[src/rtl/karatsuba_seq_mult.sv]
// Sequential Karatsuba multiplier: one shared (HALF_W+1)^2 multiplier, three passes.
// Ports: clk, rst_n, in_valid/in_ready/IN1/IN2 in, out_valid/out_ready/OUTPUT out, busy.
module karatsuba_seq_mult #(
  parameter int HALF_W = 18
) (
  input  logic                  clk,
  input  logic                  rst_n,
  input  logic                  in_valid,
  output logic                  in_ready,
  input  logic [2*HALF_W-1:0]   IN1,
  input  logic [2*HALF_W-1:0]   IN2,
  output logic                  out_valid,
  input  logic                  out_ready,
  output logic [4*HALF_W-1:0]   OUTPUT,
  output logic                  busy
);

  localparam int FW = 2 * HALF_W;
  localparam int PW = FW + 2;
  localparam int OW = 4 * HALF_W;

  typedef enum logic [2:0] {
    S_IDLE,
    S_MUL_HI,
    S_MUL_LO,
    S_MUL_MID,
    S_COMBINE,
    S_DONE
  } state_t;

  state_t state_q, state_d;

  logic [HALF_W-1:0] a_h_q, a_h_d;
  logic [HALF_W-1:0] a_l_q, a_l_d;
  logic [HALF_W-1:0] b_h_q, b_h_d;
  logic [HALF_W-1:0] b_l_q, b_l_d;
  logic [FW-1:0]     p_hi_q, p_hi_d;
  logic [FW-1:0]     p_lo_q, p_lo_d;
  logic [PW-1:0]     p_mid_q, p_mid_d;
  logic [OW-1:0]     out_q, out_d;

  logic [HALF_W:0]   mul_a;
  logic [HALF_W:0]   mul_b;
  logic [PW-1:0]     mul_p;
  logic [PW-1:0]     mid;
  logic [OW-1:0]     sum;

  // Operand select for the single shared multiplier
  always_comb begin
    mul_a = '0;
    mul_b = '0;
    unique case (1'b1)
      state_q == S_MUL_HI: begin
        mul_a = {1'b0, a_h_q};
        mul_b = {1'b0, b_h_q};
      end
      state_q == S_MUL_LO: begin
        mul_a = {1'b0, a_l_q};
        mul_b = {1'b0, b_l_q};
      end
      state_q == S_MUL_MID: begin
        mul_a = {1'b0, a_h_q} + {1'b0, a_l_q};
        mul_b = {1'b0, b_h_q} + {1'b0, b_l_q};
      end
      default: ;
    endcase
  end

  assign mul_p = PW'(mul_a) * PW'(mul_b);

  // Cross term is never negative; it fits in FW+1 bits
  assign mid = p_mid_q - PW'(p_hi_q) - PW'(p_lo_q);
  assign sum = {p_hi_q, p_lo_q} + (OW'(mid) << HALF_W);

  always_comb begin
    state_d = state_q;
    a_h_d   = a_h_q;
    a_l_d   = a_l_q;
    b_h_d   = b_h_q;
    b_l_d   = b_l_q;
    p_hi_d  = p_hi_q;
    p_lo_d  = p_lo_q;
    p_mid_d = p_mid_q;
    out_d   = out_q;
    unique case (state_q)
      S_IDLE: begin
        if (in_valid) begin
          a_h_d   = IN1[FW-1:HALF_W];
          a_l_d   = IN1[HALF_W-1:0];
          b_h_d   = IN2[FW-1:HALF_W];
          b_l_d   = IN2[HALF_W-1:0];
          state_d = S_MUL_HI;
        end
      end
      S_MUL_HI: begin
        p_hi_d  = mul_p[FW-1:0];
        state_d = S_MUL_LO;
      end
      S_MUL_LO: begin
        p_lo_d  = mul_p[FW-1:0];
        state_d = S_MUL_MID;
      end
      S_MUL_MID: begin
        p_mid_d = mul_p;
        state_d = S_COMBINE;
      end
      S_COMBINE: begin
        out_d   = sum;
        state_d = S_DONE;
      end
      S_DONE: begin
        if (out_ready) state_d = S_IDLE;
      end
      default: state_d = S_IDLE;
    endcase
  end

  always_ff @(posedge clk or negedge rst_n) begin
    if (!rst_n) begin
      state_q <= S_IDLE;
      a_h_q   <= '0;
      a_l_q   <= '0;
      b_h_q   <= '0;
      b_l_q   <= '0;
      p_hi_q  <= '0;
      p_lo_q  <= '0;
      p_mid_q <= '0;
      out_q   <= '0;
    end else begin
      state_q <= state_d;
      a_h_q   <= a_h_d;
      a_l_q   <= a_l_d;
      b_h_q   <= b_h_d;
      b_l_q   <= b_l_d;
      p_hi_q  <= p_hi_d;
      p_lo_q  <= p_lo_d;
      p_mid_q <= p_mid_d;
      out_q   <= out_d;
    end
  end

  // Gated by rst_n so nothing is offered while reset is held
  assign in_ready  = rst_n && (state_q == S_IDLE);
  assign out_valid = (state_q == S_DONE);
  assign busy      = (state_q != S_IDLE);
  assign OUTPUT    = out_q;

endmodule

[config.mk]
export PLATFORM = sky130hd
export DESIGN_NAME = karatsuba_seq_mult
export DESIGN_NICKNAME = d
export VERILOG_FILES = /design/src/rtl/karatsuba_seq_mult.sv
export SDC_FILE = /design/constraint.sdc
export NUM_CORES = 2
export LEC_CHECK = 0
export BUFFER_PORTS_ARGS = -buffer_cell sky130_fd_sc_hd__buf_2
export CAP_MARGIN = 20
export CORE_MARGIN = 2
export CORE_UTILIZATION = 58
export DETAILED_ROUTE_END_ITERATION = 7
export GPL_TIMING_DRIVEN = 0
export PLACE_DENSITY = 0.79
export SLEW_MARGIN = 20
export SYNTH_ARGS = -nofsm -noshare
export SYNTH_HDL_FRONTEND = slang
export SYNTH_SLANG_ARGS = --single-unit
[constraint.sdc]
create_clock -name clk -period 8.43 [get_ports clk]
set_input_delay 0.843 -clock clk [delete_from_list [all_inputs] [get_ports clk]]
set_output_delay 0.843 -clock clk [all_outputs]
set_load 0.005 [all_outputs]
==> results.md <==
* Detailed-placement wirelength estimate at roughly 67 mm
* Worst slew margin at between 30% and 40%
* Fin area at 32200 sq um
* Reg-to-reg startpoint: a_l_q[2]$_DFFE_PN0P_
* Avg WL per Cell at 20.6 um
* Core region area at 48600 sq um
* Drt initial violations at 2172
* Post-synth EDFFs at 0
* Mapped Cells at roughly 3.2k
* CP max FO at 10
* Setup CP Type: reg2reg
* Worst-path clk slew at ~60 ps
* Hold Vio Cnt, Final at 0
* Worst-margin pin slew at 965 ps
* Most frequent CP cell: fa_1
* Status: finished with violations
* Syn Nets at about 3.9k
* Nets at 4070
* Max-cap violations at 0
* DP Area at between 30000 and 40000 sq um
* CP max stage delay at ~600 ps
* Max Fclk at around 120 MHz
* R2r endpoint: p_mid_q[34]$_DFFE_PN0P_
* Initial Util at roughly 60%
* Initial antenna violation count at 1
* Main combinational cell family by area after synthesis: adder cells
* Clk buf depth at 3
* Total CTS buffers at 28
* Synthesized cell area at 28400 sq um
* Post-synth top area share at a little under a quarter
* WP buf/inv at 4
* Share of layout cells above drive strength 1 at approximately 14%
* GR Overflow Total at 0
* Layout Skew at ~30 ps
* ANT nets after route at 0
* Critical path origin: a_l_q[2]$_DFFE_PN0P_
* Crit path time final at ~8500 ps
* Die width at approximately 230 um
* Largest net degree at the start of global routing at approximately 100
* Final wirelength at between 80 and 90 mm
* Distinct cells, synth at 73
* HP Class: in2async
* Synth Area in Simple Gates at between 10% and 20%
* Crit path max-delay cell type: fa_1
* Warnings from Yosys at 0
* Die Area at 50800 sq um
* Critical Path RT at slightly below 9000 ps
* RSZ-0062 raised after global routing: yes
* Fin. max-slew vios at 0
* Worst setup margin at -40.2 ps
* Clock Sink Count at around 260
* Io pins at 151
* Worst R2R Setup Slack at -40 ps
* Register bit count reported by yosys at ~260
* Sequential fraction of the synthesis area at around 23%
* CTS root buffer: clkbuf_16
* Syn Area/Cell at just under 9 sq um
* RePlAce Congestion at 1.03
* Synth Area in Adders at 33.4%
* Synth async-reset ratio at 100%
* Clk_lat worst skew at 600 ps
* H-tree depth reported by CTS at 1
* Row count at just over 80
* Area Growth Syn to Fin at 13.2%
* Worst Setup End Kind: flop
* 1st-pass router iterations at 6
* XOR/XNOR share of the synthesized area at slightly below 4%
* Compound-Gate Fraction of Synth Area at around 14%
* Via density at 5.92
* # DRC at 0
* Largest cells by area after synthesis: fa_1 (23%), dfrtp_1 (23%), ha_1 (10%)
* Yosys top cell by area: fa_1
* Violated checks: setup timing
* CP top delay family: adder cells
* # setup viols final at 1
* IO Port Bufs at 150
* Post-synthesis mux area share at roughly 3.4%
* CP startpoint kind: flop
* GRT Overall Usage at 33.1%
* DR vias at around 24k
* Top_reg_cell synth: dfrtp_1
* Hold_buf cts at 0
* Die Span Y at 225 um
* Fin Setup TNS at -40.2 ps
* Vias in the first global route at roughly 24k
* FF-to-FF path depth at 29
* Crit share post-route at 100%
* First-pass GRT wire length at roughly 130 mm
* CTS tree: built
* CP Data Arrival Time at between 8000 and 9000 ps
==> synth_stat cells, types with 5 or more instances <==
library cell / instances
and2_1: 57
xnor2_1: 73
o31ai_1: 15
mux2_2: 83
nand3_1: 35
o21a_1: 20
or3_1: 14
fa_1: 327
ha_1: 236
a21boi_0: 7
xor2_1: 55
inv_1: 460
nand3b_1: 6
a21oi_1: 135
a31oi_1: 26
nand2_1: 515
and3_1: 23
o211ai_1: 14
and4_1: 8
nor2b_1: 26
and2b_1: 5
nor3_1: 17
nand4_1: 13
dfrtp_1: 257
a211oi_1: 16
nand2b_1: 27
a22oi_1: 18
o21ai_1: 11
a21o_1: 80
clkbuf_1: 114
o21ai_0: 236
a31o_2: 5
nor2_1: 171
buf_1: 12
or2_2: 5
nor3b_1: 5
o21bai_1: 18
==> registers in the layout, summed over array words and instances, names as in the netlist <==
| register | count |
|---|---|
| OUTPUT | 72 |
| a_h_q | 18 |
| a_l_q | 18 |
| b_h_q | 18 |
| b_l_q | 18 |
| p_hi_q | 36 |
| p_lo_q | 36 |
| p_mid_q | 38 |
| state_q | 3 |
==> through the flow <==
| stage | hold WS [ps] | setup WS (ps) | utilization, % | cells |
|---|---|---|---|---|
| detailed placement | 464 | -1620 | 61.8 | 3989 |
| global route | 261 | -312 | 66.1 | 4072 |
| global placement | 457 | -1590 | 61.6 | 3986 |
| CTS | 223 | 1.12 | 65.0 | 4056 |
| floorplan | 450 | 187 | - | 3214 |
| finish | 219 | -40.2 | 66.1 | 4073 |
==> worst max path at each step <==
| stage | to | cells after the start |
|---|---|---|
| after detailed placement | p_lo_q[30]$_DFFE_PN0P_ | 28 |
| after global placement | p_hi_q[30]$_DFFE_PN0N_ | 28 |
| after global routing | p_mid_q[34]$_DFFE_PN0P_ | 34 |
| after floorplan | p_hi_q[34]$_DFFE_PN0N_ | 35 |
| after CTS | p_hi_q[34]$_DFFE_PN0N_ | 32 |
| final | p_mid_q[34]$_DFFE_PN0P_ | 29 |
==> cells by family (layout without fill, tap and decap cells) <==
family / after synthesis / count (layout)
and+or+nand+nor: 934 / 934
muxes: 87 / 87
AOI/OAI and AO/OA: 654 / 654
adders and majority gates: 563 / 563
DFF: 257 / 257
xor gates and xnor gates: 128 / 128
other: 0 / 1
buffers and inverters: 591 / 827
==> cell usage in the layout (no fill, tap or decap), drive strengths merged, types with 6 or more instances in the layout <==
cell type and n:
mux2 83, or2 6, a21o 80, nand2b 27, nand3 35, dfrtp 257
and2 57, nor2 171, o21a 20, nor3 17, fa 327, or3 14
o31ai 18, ha 236, inv 461, and3 23, a22oi 18, nand3b 6
nor3b 6, nor2b 26, a31oi 26, clkbuf 139, buf 213, o211ai 16
a211oi 16, xor2 55, clkinv 8, o21ai 248, nand4 13, nand2 515
a21oi 139, a21boi 8, and4 8, o21bai 18, xnor2 73
==> layer usage <==
metal,GRT usage [%],wire (um),vias up
met5,0,0,-
li1,-,-,10900
met3,5.44,6180,363
met4,22.3,6770,0
met2,55.4,39200,1069
met1,39.4,31800,11800
==> area by class of cell <==
| cell class | instances | area, sq um |
|---|---|---|
| Antenna cell | 1 | 2.50 |
| Buffer | 121 | 572 |
| Clock buffer | 35 | 777 |
| Clock inverter | 14 | 204 |
| Fill cell | 3911 | 16500 |
| Inverter | 460 | 1730 |
| Multi-Input combinational cell | 2366 | 20500 |
| Sequential cell | 257 | 6430 |
| Tap cell | 622 | 778 |
| Timing Repair Buffer | 197 | 1190 |
==> repair_timing <==
item | in CTS | in global routing
gates resized for setup | 112 | 125
setup endpoints to repair | 71 | 56
pin swaps | 30 | 68
endpoints found under the hold margin | 0 | 0
setup buffers | 24 | 22
Power is not shown: default switching activity piles up to over one toggle a cycle in this logic, so the estimate is an artifact.
